### config.mk
export PLATFORM = sky130hd
export DESIGN_NAME = gpio_in
export DESIGN_NICKNAME = d
export VERILOG_FILES = /design/src/rtl/gpio_pkg.sv /design/src/rtl/gpio_in_debounce.sv /design/src/rtl/gpio_in.sv
export SDC_FILE = /design/constraint.sdc
export NUM_CORES = 1
export LEC_CHECK = 0
export CAP_MARGIN = 30
export CORE_MARGIN = 1.5
export CORE_UTILIZATION = 30
export DETAILED_ROUTE_END_ITERATION = 16
export PLACE_DENSITY = 0.51
export SLEW_MARGIN = 25
export SYNTH_ARGS = -nofsm -noshare
export SYNTH_HDL_FRONTEND = slang
export SYNTH_SLANG_ARGS = --single-unit
export TNS_END_PERCENT = 10
### constraint.sdc
create_clock -name clk_i -period 9.65 [get_ports clk_i]
set_input_delay 1.93 -clock clk_i [delete_from_list [all_inputs] [get_ports clk_i]]
set_output_delay 1.93 -clock clk_i [all_outputs]
set_load 0.01 [all_outputs]
### src/rtl/gpio_pkg.sv
// Shared constants for the general-purpose input block: register offsets,
// debounce counter width and the byte-enable expansion helper.
package gpio_pkg;

    localparam int unsigned CntWidth = 16;
    localparam int unsigned MaxGpi   = 16;

    localparam logic [9:0] OffVal      = 10'h000;
    localparam logic [9:0] OffRaw      = 10'h004;
    localparam logic [9:0] OffRise     = 10'h008;
    localparam logic [9:0] OffFall     = 10'h00C;
    localparam logic [9:0] OffIntEn    = 10'h010;
    localparam logic [9:0] OffDebounce = 10'h014;

    function automatic logic [31:0] be_mask(input logic [3:0] be);
        return {{8{be[3]}}, {8{be[2]}}, {8{be[1]}}, {8{be[0]}}};
    endfunction

endpackage

### src/rtl/gpio_in_debounce.sv
// One input bit: two-flop synchronizer, saturating stability counter and
// debounced level, with single-cycle rise/fall pulses on the edge deb changes.
module gpio_in_debounce
    import gpio_pkg::*;
(
    input  logic                clk_i,
    input  logic                rst_ni,
    input  logic                gp_i,
    input  logic [CntWidth-1:0] debounce_i,
    output logic                sync_o,
    output logic                deb_o,
    output logic                rise_o,
    output logic                fall_o
);

    logic                sync1_r;
    logic                sync2_r;
    logic                deb_r;
    logic [CntWidth-1:0] cnt_r;
    logic [CntWidth:0]   cnt_inc_s;
    logic [CntWidth:0]   thresh_s;
    logic                differ_s;
    logic                fire_s;

    // Threshold compare; a programmed value of zero acts like one.
    always_comb begin
        differ_s  = sync2_r ^ deb_r;
        cnt_inc_s = {1'b0, cnt_r} + (CntWidth+1)'(1);
        if (debounce_i == '0) begin
            thresh_s = (CntWidth+1)'(1);
        end else begin
            thresh_s = {1'b0, debounce_i};
        end
        fire_s = differ_s && (cnt_inc_s >= thresh_s);
    end

    // Metastability filter for the asynchronous pin.
    always_ff @(posedge clk_i or negedge rst_ni) begin
        if (!rst_ni) begin
            sync1_r <= 1'b0;
            sync2_r <= 1'b0;
        end else begin
            sync1_r <= gp_i;
            sync2_r <= sync1_r;
        end
    end

    // Stability counter and debounced level.
    always_ff @(posedge clk_i or negedge rst_ni) begin
        if (!rst_ni) begin
            deb_r <= 1'b0;
            cnt_r <= '0;
        end else if (fire_s) begin
            deb_r <= sync2_r;
            cnt_r <= '0;
        end else if (differ_s) begin
            cnt_r <= cnt_inc_s[CntWidth] ? '1 : cnt_inc_s[CntWidth-1:0];
        end else begin
            cnt_r <= '0;
        end
    end

    assign sync_o = sync2_r;
    assign deb_o  = deb_r;
    assign rise_o = fire_s & sync2_r;
    assign fall_o = fire_s & ~sync2_r;

endmodule

### src/rtl/gpio_in.sv
// Debounced general-purpose input block with edge capture, W1C event
// registers and a level interrupt, accessed over a simple request bus.
module gpio_in
    import gpio_pkg::*;
#(
    parameter int unsigned GpiWidth = 16
) (
    input  logic                clk_i,
    input  logic                rst_ni,
    input  logic                device_req_i,
    input  logic [31:0]         device_addr_i,
    input  logic                device_we_i,
    input  logic [3:0]          device_be_i,
    input  logic [31:0]         device_wdata_i,
    output logic                device_rvalid_o,
    output logic [31:0]         device_rdata_o,
    input  logic [GpiWidth-1:0] gp_i,
    output logic                irq_o
);

    localparam logic [MaxGpi-1:0] GpiMask   = MaxGpi'((32'd1 << GpiWidth) - 32'd1);
    localparam logic [31:0]       IntEnMask = {GpiMask, GpiMask};

    logic [MaxGpi-1:0]   sync_s, deb_s, rise_evt_s, fall_evt_s;
    logic [MaxGpi-1:0]   rise_r, fall_r, rise_clr_s, fall_clr_s;
    logic [31:0]         int_en_r;
    logic [CntWidth-1:0] debounce_r;
    logic                rvalid_r;
    logic [31:0]         rdata_r;
    logic [9:0]          addr_s;
    logic [31:0]         wmask_s, wbits_s, rd_val_s;
    logic                int_en_wr_s, deb_wr_s;
    logic                unused_s;

    assign unused_s = ^device_addr_i[31:10];

    for (genvar i = 0; i < MaxGpi; i++) begin : g_bit
        if (i < GpiWidth) begin : g_used
            gpio_in_debounce u_debounce (
                .clk_i      (clk_i),
                .rst_ni     (rst_ni),
                .gp_i       (gp_i[i]),
                .debounce_i (debounce_r),
                .sync_o     (sync_s[i]),
                .deb_o      (deb_s[i]),
                .rise_o     (rise_evt_s[i]),
                .fall_o     (fall_evt_s[i])
            );
        end else begin : g_unused
            assign sync_s[i]     = 1'b0;
            assign deb_s[i]      = 1'b0;
            assign rise_evt_s[i] = 1'b0;
            assign fall_evt_s[i] = 1'b0;
        end
    end

    // Write decode with per-byte masking.
    always_comb begin
        addr_s      = device_addr_i[9:0];
        wmask_s     = be_mask(device_be_i);
        wbits_s     = device_wdata_i & wmask_s;
        rise_clr_s  = '0;
        fall_clr_s  = '0;
        int_en_wr_s = 1'b0;
        deb_wr_s    = 1'b0;
        if (device_req_i && device_we_i) begin
            case (addr_s)
                OffRise:     rise_clr_s  = wbits_s[15:0];
                OffFall:     fall_clr_s  = wbits_s[15:0];
                OffIntEn:    int_en_wr_s = 1'b1;
                OffDebounce: deb_wr_s    = 1'b1;
                default:     int_en_wr_s = 1'b0;
            endcase
        end else begin
            deb_wr_s = 1'b0;
        end
    end

    // Read mux; unmapped offsets read zero.
    always_comb begin
        case (addr_s)
            OffVal:      rd_val_s = {16'h0000, deb_s};
            OffRaw:      rd_val_s = {16'h0000, sync_s};
            OffRise:     rd_val_s = {16'h0000, rise_r};
            OffFall:     rd_val_s = {16'h0000, fall_r};
            OffIntEn:    rd_val_s = int_en_r;
            OffDebounce: rd_val_s = {16'h0000, debounce_r};
            default:     rd_val_s = 32'h0000_0000;
        endcase
    end

    // Event capture; a new edge wins over a simultaneous clear.
    always_ff @(posedge clk_i or negedge rst_ni) begin
        if (!rst_ni) begin
            rise_r <= '0;
            fall_r <= '0;
        end else begin
            rise_r <= ((rise_r & ~rise_clr_s) | rise_evt_s) & GpiMask;
            fall_r <= ((fall_r & ~fall_clr_s) | fall_evt_s) & GpiMask;
        end
    end

    // Configuration registers.
    always_ff @(posedge clk_i or negedge rst_ni) begin
        if (!rst_ni) begin
            int_en_r   <= '0;
            debounce_r <= '0;
        end else begin
            if (int_en_wr_s) begin
                int_en_r <= ((int_en_r & ~wmask_s) | wbits_s) & IntEnMask;
            end
            if (deb_wr_s) begin
                debounce_r <= (debounce_r & ~wmask_s[15:0]) | wbits_s[15:0];
            end
        end
    end

    // Bus response: one cycle after every request, zero data for writes.
    always_ff @(posedge clk_i or negedge rst_ni) begin
        if (!rst_ni) begin
            rvalid_r <= 1'b0;
            rdata_r  <= '0;
        end else begin
            rvalid_r <= device_req_i;
            if (device_req_i && !device_we_i) begin
                rdata_r <= rd_val_s;
            end else if (device_req_i) begin
                rdata_r <= 32'h0000_0000;
            end
        end
    end

    assign device_rvalid_o = rvalid_r;
    assign device_rdata_o  = rdata_r;
    assign irq_o = |((rise_r & int_en_r[15:0]) | (fall_r & int_en_r[31:16]));

endmodule

==> results.toml, run 1 <==
[run]
drv_cap = 0

[sta]
layout_setup_ws_ns = 4.82
finalMaxSlewViolations = 0
hold_violations = 0
slew_headroom = 0.301
fin_tns_setup_ns = 0
rsz0062_at_grt = "no"
fmax_ghz = 0.207
setup_viol = 0
worst_pin_slew_ns = 1.04
timing.hold.ws_ns = 0.346
finClkSkew_ns = 0.0115
period_share = 0.501
post-route-min-period_ns = 4.83

[clocking]
root_buffer = "clkbuf_16"
post_cts_buffers = 0
clk_latency_ns = 0.60
clockBufferDepth = 3
cts_num_sinks = 417
cts_buffers = 51
cts_repair_resize_count = 0
htree_levels = 2
cts_hold_buf = 0
cts_tree = "built"
path_clk_slew_ns = 0.06

[placed_design]
place_ws_ns = 4.29
gp_congestion = 0.839
dp.cells = 3897
hpwl_um = 53500
numPortBuffers = 99

[global_routing]
grt_pass1_wl_um = 118000
grt_start_max_net_pins = 154
antenna_found_initial = 3
grt_pass1_vias = 19700
grt_use_total = 0.177
gr-total-overflow = 0

[worst_setup_path]
cpPeakStageDelay_ns = 0.90
cp-start-kind = "primary input"
r2r_cells = 13
crit_arrival_ns = 5.33
timing.rr.end = "g_bit[0].g_used.u_debounce.cnt_r[14]"
cp_num_buf_inv = 2
crit_chain = "clkdlybuf4s50_1, nor4_2, nand2_1, nor4b_2, buf_4, a21oi_1, o22ai_1"
endpoint_kind = "flop"
critPathMaxFanout = 17
slowest_stage = "nor4_2"
crit_type = "primary input to flop"
cp_top_family = "simple AND/OR/NAND/NOR gates"
cp_data_required_time_ns = 10.14
reg2reg_slack_ns = 5.15

[synthesis]
avgSynthCellArea_um2 = 9.46
syn-num-nets = 3000
synthCells = 2702
synth.yosys.warnings = 0
ys.flop_type = "dfrtp_1"
synth_edf_count = 0
synth_area_um2 = 25600
ys_ff_latch = 417
async_flop_share = 1.00
synth-seq-area-share = 0.408
synth_cell_types = 84

[power]
p_leak_nw = 13.2
ir_drop_uv = 124
p_per_area_nw_per_um2 = 136

[routing]
via_count = 20000
wirelength_um = 76200
ant_nets = 0
viasPerCell = 5.02
drt_first_pass_iters = 5
drt-wirelength-per-cell_um = 19.1
drc = 0
drtIter0Drc = 1435

[hold_path]
min_from = "g_bit[13].g_used.u_debounce.sync1_r"
whs_path_depth = 0
hold_path_end = "g_bit[13].g_used.u_debounce.sync_o"
hold_path_class = "flop to flop"

[layout]
synthToLayoutAreaGrowth_pct = 16.1
fin_nets = 3114
layout-drive-gt1-share = 0.0793
instances_no_fill = 3985

[die]
die_height_um = 295
initial_core_util = 0.304
die-area_um2 = 87000
io-pin-count = 122
core_area_um2 = 84000
row_count = 106
die_w_um = 295

[run_status]
outcome = "finished clean"
==> cell families (layout without fill, tap and decap cells) <==
| family | count (synthesis) | count (layout) | share of synthesized area |
|---|---|---|---|
| DFF | 417 | 417 | 0.408 |
| AOI/OAI and AO/OA | 531 | 531 | 0.134 |
| buffers and inverters | 267 | 415 | 0.0407 |
| xor gates and xnor gates | 257 | 257 | 0.0930 |
| and+or+nand+nor | 915 | 915 | 0.177 |
| adders and majority gates | 234 | 234 | 0.112 |
| muxes | 81 | 81 | 0.0347 |
| other | 0 | 1 | 0 |
==> where the power goes <==
| part | total [mW] | internal (mW) | switching [mW] | leakage [nW] |
|---|---|---|---|---|
| sequential | 1.80 | 1.77 | 0.0277 | 5.54 |
| clock | 1.99 | 1.19 | 0.801 | 0.816 |
| combinational | 0.261 | 0.0999 | 0.161 | 6.88 |
| total | 4.05 | 3.06 | 0.989 | 13.2 |
==> worst register-to-register path: stages (launching register included) <==
cell and delay (ns):
dfrtp_1 0.36, buf_4 0.22, nor4_1 0.29, a41o_1 0.62, buf_4 0.42, ha_1 0.30, nand2b_1 0.14, a21oi_1 0.16
maj3_1 0.19, o221a_2 0.19, o31ai_1 0.08, a311oi_1 0.66, a21bo_1 0.52, nor3_1 0.27
==> cell usage after synthesis (7+ instances only) <==
master	count	area share
dfrtp_1	417	0.41
nor2_1	245	0.036
ha_1	210	0.10
a21oi_1	205	0.040
nand2_1	197	0.029
inv_1	190	0.028
xnor2_1	158	0.054
nand3_1	147	0.029
xor2_1	90	0.031
o21ai_0	73	0.014
mux2_2	61	0.027
nor2b_1	59	0.014
nand4_1	57	0.014
clkbuf_1	51	0.0075
and3_1	48	0.012
nand2b_1	41	0.010
a211oi_1	34	0.010
a21o_1	34	0.010
nor3_1	31	0.0061
maj3_1	24	0.0094
mux2i_1	20	0.0078
o22ai_1	20	0.0049
a22oi_1	19	0.0056
nor4_1	17	0.0042
a221oi_1	16	0.0055
a31oi_1	15	0.0037
o211ai_1	14	0.0041
and4_1	12	0.0041
buf_2	12	0.0023
a22o_1	11	0.0038
and2_1	10	0.0024
o21ba_2	10	0.0039
or2_2	9	0.0022
nand3b_1	8	0.0023
or4_1	8	0.0023
xnor3_1	8	0.0070
a31o_2	7	0.0024
nor3b_1	7	0.0021
o31ai_1	7	0.0021
==> final cells by class <==
type	instances	area, um2
tap	1134	1420
clock inverter	22	279
fill	8533	54300
multi-input combinational	2018	14100
sequential	417	10400
antenna	1	2.50
clock buffer	65	1410
inverter	192	721
timing repair buffer	136	1290
==> layout by cell type, fill, tap and decap left out, types with 34 or more instances in the layout <==
master           count
nor2b_1             58
nand4_1             57
xor2_1              90
clkdlybuf4s50_1     97
buf_4               35
nand2b_1            41
a21o_1              34
nand2_1            197
a211oi_1            34
ha_1               210
dfrtp_1            416
nand3_1            147
o21ai_0             73
clkbuf_16           53
nor2_1             245
xnor2_1            158
and3_1              48
mux2_2              61
a21oi_1            205
inv_1              189
==> layer usage <==
| metal | GRT usage | vias to the layer above | wire length [um] |
|---|---|---|---|
| met1 | 0.257 | 9732 | 37600 |
| li1 | - | 9801 | - |
| met4 | 0.0489 | 0 | 1850 |
| met2 | 0.270 | 382 | 33200 |
| met3 | 0.0262 | 101 | 3560 |
| met5 | 0 | - | 0 |
==> how the worst max path moves through the flow <==
stage                     startpoint                               endpoint  cells past startpoint
finish              device_addr_i[7]                      device_rdata_o[4]                      7
global route        device_addr_i[7]                      device_rdata_o[9]                      7
CTS                        rise_r[3]                                  irq_o                      5
detailed placement  device_addr_i[1]                      device_rdata_o[4]                      7
global placement    device_addr_i[1]                      device_rdata_o[9]                      7
floorplan                       flop  g_bit[11].g_used.u_debounce.cnt_r[10]                     14
==> stage by stage <==
step,utilization,power [mW],area [um2]
after floorplan,-,1.96,25600
after global placement,0.333,2.09,28000
after detailed placement,0.333,2.09,28000
after CTS,0.353,4.11,29700
after global routing,0.353,4.20,29700
final,0.353,4.05,29700
Power figures use the tool's default switching activity.
==> inputs of run 2 (changes only) <==
==> constraint.sdc (replaced) <==
create_clock -name clk_i -period 4.8 [get_ports clk_i]
set_input_delay 0.96 -clock clk_i [delete_from_list [all_inputs] [get_ports clk_i]]
set_output_delay 0.96 -clock clk_i [all_outputs]
set_load 0.01 [all_outputs]
==> results.toml, run 2 (synthesis results as in run 1) <==
[die]
row_count = 106
io-pin-count = 122
initial_core_util = 0.304
die_w_um = 295
die_height_um = 295
core_area_um2 = 84000
die-area_um2 = 87000

[sta]
timing.hold.ws_ns = 0.327
post-route-min-period_ns = 4.09
period_share = 0.852
rsz0062_at_grt = "no"
fin_tns_setup_ns = 0
slew_headroom = 0.334
setup_viol = 0
hold_violations = 0
finClkSkew_ns = 0.0229
finalMaxSlewViolations = 0
worst_pin_slew_ns = 0.997
fmax_ghz = 0.245

[clocking]
cts_tree = "built"
cts_num_sinks = 417
clk_latency_ns = 0.60
htree_levels = 2
cts_hold_buf = 0
post_cts_buffers = 0
clockBufferDepth = 3
root_buffer = "clkbuf_16"
cts_repair_resize_count = 0
cts_buffers = 49
path_clk_slew_ns = 0.06

[routing]
viasPerCell = 5.01
drt-wirelength-per-cell_um = 19.1
drtIter0Drc = 1371
wirelength_um = 76800
drt_first_pass_iters = 5
wl_met3_um = 4370
wl_met2_um = 33300
top_layer = "met5"
ant_nets = 0
drc = 0
met1_length_um = 37200
via_count = 20100

[power]
comb_power_share = 0.065
seq_power_share = 0.439
swShare = 0.235
ir_drop_uv = 236
p_switching_mw = 1.94
p_int_mw = 6.30
p_leak_nw = 13.4
p_per_area_nw_per_um2 = 275
clock_power_share = 0.496

[layout]
fin_nets = 3136
final_util = 0.357
instances_no_fill = 4010
final_common_cell = "dfrtp_1"
layout_common_cells = "416 x dfrtp_1, 245 x nor2_1, 210 x ha_1"
fin_area_um2 = 29900
final-seq-area_um2 = 10400
layout-drive-gt1-share = 0.0870
multi_input_area_um2 = 14100
nFillCells = 8506
synthToLayoutAreaGrowth_pct = 17.1

[run]
drv_cap = 0

[placed_design]
dp.cells = 3921
gp_congestion = 0.851
hpwl_um = 55100
numPortBuffers = 99
dpl-instance-area_um2 = 28200

[hold_path]
hold_path_class = "primary input to asynchronous set/reset pin"

[global_routing]
grt_start_max_net_pins = 78
grt_pass1_vias = 19600
grt_pass1_wl_um = 118000
grt_use_total = 0.178
antenna_found_initial = 4
gr-total-overflow = 0

[worst_setup_path]
endpoint_kind = "flop"
cp_data_required_time_ns = 5.32
cp-start-kind = "flop"
critPathMaxFanout = 16
crit_type = "flop to flop"
crit_arrival_ns = 4.61

[run_status]
outcome = "finished clean"
run 2: cell types whose count changed in the layout (fill, tap and decap cells not counted), moves of 2 or more:
cell        delta
buf_12         +3
buf_4         +22
bufinv_16      +2
clkbuf_16      -2
clkbuf_8       +7
clkinvlp_4     -6
run 2: area by class of cell:
| class | count | share of cell area |
|---|---|---|
| multi-input combinational | 2018 | 0.471 |
| sequential | 417 | 0.349 |
| timing repair buffer | 160 | 0.0501 |
| clock buffer | 70 | 0.0487 |
| tap | 1134 | 0.0474 |
| inverter | 192 | 0.0241 |
| clock inverter | 18 | 0.00982 |
| antenna | 1 | 0.0000836 |
run 2: power groups by stage:
stage | Clock, mW | Sequential (mW) | Combinational [mW]
6_report | 4.08 | 3.62 | 0.537
5_1_grt | 4.34 | 3.62 | 0.598
4_1_cts | 4.22 | 3.61 | 0.544
3_5_place_dp | 0 | 3.68 | 0.542
3_3_place_gp | 0 | 3.68 | 0.540
2_1_floorplan | 0 | 3.66 | 0.278
run 2: worst paths after layout:
kind	start	to	slack (ns)	depth (start not counted)
max	flop	g_bit[11].g_used.u_debounce.cnt_r[5]	0.71	11
min	rst_ni	g_bit[4].g_used.u_debounce.cnt_r[3]	0.33	1
max reg2reg	flop	g_bit[11].g_used.u_debounce.cnt_r[5]	0.71	11
min reg2reg	g_bit[12].g_used.u_debounce.sync1_r	g_bit[12].g_used.u_debounce.sync_o	0.35	0
max in group asynchronous	rst_ni	g_bit[10].g_used.u_debounce.sync_o	3.49	2
min in group clk_i	g_bit[12].g_used.u_debounce.sync1_r	g_bit[12].g_used.u_debounce.sync_o	0.35	0
run 2: per-stage QoR:
stage	worst slack (ns)	power [mW]
floorplan	0.869	3.93
detailed placement	0.750	4.22
finish	0.711	8.24
global route	0.281	8.56
CTS	0.732	8.37
global placement	0.747	4.22
run 2: layer usage:
layer / global-route usage / vias to the layer above
met2: 0.272 / 415
met5: 0 / -
li1: - / 9832
met1: 0.254 / 9729
met3: 0.0339 / 104
met4: 0.0482 / 6
run 2: worst max-delay path, cell delays in order (launching register included):
cell	delay, ns
dfrtp_1	0.40
nor4_1	0.43
a41o_1	0.46
buf_4	0.27
ha_1	0.27
a2111oi_0	0.43
nor4b_1	0.10
o311a_1	0.35
o311a_1	0.36
nor4b_4	0.44
a21bo_4	0.36
a21oi_1	0.14
==> inputs of run 3 (changes only) <==
--- a/config.mk
+++ b/config.mk
@@ -8,6 +8,7 @@
 export CAP_MARGIN = 30
 export CORE_MARGIN = 1.5
 export CORE_UTILIZATION = 30
+export CTS_BUF_LIST = sky130_fd_sc_hd__clkbuf_16
 export DETAILED_ROUTE_END_ITERATION = 16
 export PLACE_DENSITY = 0.51
 export SLEW_MARGIN = 25
==> constraint.sdc (replaced) <==
create_clock -name clk_i -period 4.1 [get_ports clk_i]
set_input_delay 0.82 -clock clk_i [delete_from_list [all_inputs] [get_ports clk_i]]
set_output_delay 0.82 -clock clk_i [all_outputs]
set_load 0.01 [all_outputs]
==> results.toml, run 3 (synthesis results as in run 1) <==
[sta]
fmax_ghz = 0.265
finClkSkew_ns = 0.0251
fin_tns_setup_ns = 0
setup_viol = 0
finalMaxSlewViolations = 0
worst_pin_slew_ns = 0.735
rsz0062_at_grt = "no"
hold_violations = 0
post-route-min-period_ns = 3.78
slew_headroom = 0.510
period_share = 0.922

[layout]
final_common_cell = "dfrtp_1"
final_util = 0.360
layout-drive-gt1-share = 0.0948
fin_nets = 3161
instances_no_fill = 4036
nFillCells = 8526
layout_common_cells = "416 x dfrtp_1, 243 x nor2_1, 210 x ha_1"
diodes = 0
synthToLayoutAreaGrowth_pct = 18.2

[clocking]
path_clk_slew_ns = 0.06
cts_tree = "built"
post_cts_buffers = 0
clockBufferDepth = 3
cts_num_sinks = 417
htree_levels = 2
cts_buffers = 50
root_buffer = "clkbuf_16"
clk_latency_ns = 0.60

[power]
p_per_area_nw_per_um2 = 326
p_int_mw = 7.49
p_leak_nw = 13.6
swShare = 0.238
ir_drop_uv = 280
comb_power_share = 0.065
seq_power_share = 0.430
clock_power_share = 0.505
total_power_mw = 9.84
p_switching_mw = 2.34

[routing]
drt_first_pass_iters = 5
via_count = 20200
ant_nets = 0
viasPerCell = 5.00
drc = 0
drt-wirelength-per-cell_um = 18.9
wirelength_um = 76300
drtIter0Drc = 1369

[global_routing]
grt_pass1_vias = 19700
gr-total-overflow = 0
grt_pass1_wl_um = 118000
grt_use_total = 0.176
grt_start_max_net_pins = 93
antenna_found_initial = 2

[worst_setup_path]
cp_top_family = "compound AO/OA/AOI/OAI gates"
crit_type = "flop to flop"
endpoint_kind = "flop"
slowest_stage = "a21bo_1"
crit_arrival_ns = 4.29
crit_chain = "nor4_1, a41o_1, buf_12, ha_1, nand2b_1, a31o_2, a311oi_1, maj3_1, o21ai_0, a221oi_2, a21bo_1, a31oi_1"
cp_data_required_time_ns = 4.61
cp-start-kind = "flop"
cp_num_buf_inv = 1
critPathMaxFanout = 16
cpPeakStageDelay_ns = 0.46

[die]
initial_core_util = 0.304
die-area_um2 = 87000
die_height_um = 295
row_count = 106
die_w_um = 295
core_area_um2 = 84000
io-pin-count = 122

[placed_design]
dp.cells = 3945
numPortBuffers = 99
hpwl_um = 55400
gp_congestion = 0.854

[run_status]
outcome = "finished clean"

[hold_path]
hold_path_class = "primary input to asynchronous set/reset pin"

[run]
drv_cap = 0
-- run 3: routing by layer --
layer  vias to the layer above  share of wire  global-route usage
li1                       9883              -                   -
met1                      9828           0.48               0.252
met2                       373           0.44               0.274
met3                        99          0.050              0.0284
met4                         2          0.025              0.0479
met5                         -       0.000092                   0
-- run 3: final cells by class --
class / count / area [um2] / share of cell area
sequential: 417 / 10400 / 0.346
tap: 1134 / 1420 / 0.0470
timing repair buffer: 184 / 1700 / 0.0564
clock inverter: 40 / 526 / 0.0174
multi-input combinational: 2018 / 14100 / 0.468
inverter: 192 / 721 / 0.0239
clock buffer: 51 / 1280 / 0.0423
-- run 3: path summary, 6_finish.rpt --
check / start / to / slack [ns] / depth (start not counted)
max: flop / g_bit[13].g_used.u_debounce.cnt_r[10] / 0.32 / 12
min: rst_ni / g_bit[4].g_used.u_debounce.cnt_r[7] / 0.17 / 1
max reg2reg: flop / g_bit[13].g_used.u_debounce.cnt_r[10] / 0.32 / 12
min reg2reg: g_bit[2].g_used.u_debounce.sync1_r / g_bit[2].g_used.u_debounce.sync_o / 0.35 / 0
max in group asynchronous: rst_ni / g_bit[11].g_used.u_debounce.sync_o / 2.96 / 2
min in group clk_i: g_bit[2].g_used.u_debounce.sync1_r / g_bit[2].g_used.u_debounce.sync_o / 0.35 / 0
-- run 3: stage by stage --
stage / hold slack, ns / instance area (um2) / worst slack (ns)
detailed placement: 0.335 / 28400 / 0.235
finish: 0.175 / 30200 / 0.320
global placement: 0.331 / 28400 / 0.266
floorplan: 0.331 / 25600 / 0.169
global route: 0.191 / 30200 / 0.0428
CTS: 0.174 / 30200 / 0.199
-- run 3: power by group through the flow --
| stage | registers, mW | logic (mW) | clock network, mW |
|---|---|---|---|
| final | 4.23 | 0.639 | 4.97 |
| after global routing | 4.23 | 0.710 | 5.26 |
| after CTS | 4.23 | 0.649 | 5.09 |
| after detailed placement | 4.30 | 0.647 | 0 |
| after global placement | 4.30 | 0.646 | 0 |
| after floorplan | 4.28 | 0.325 | 0 |
-- run 3: what timing repair did --
item,CTS,global route
hold buffers,0,0
endpoints found under the setup margin,0,33
gates resized for setup,0,5
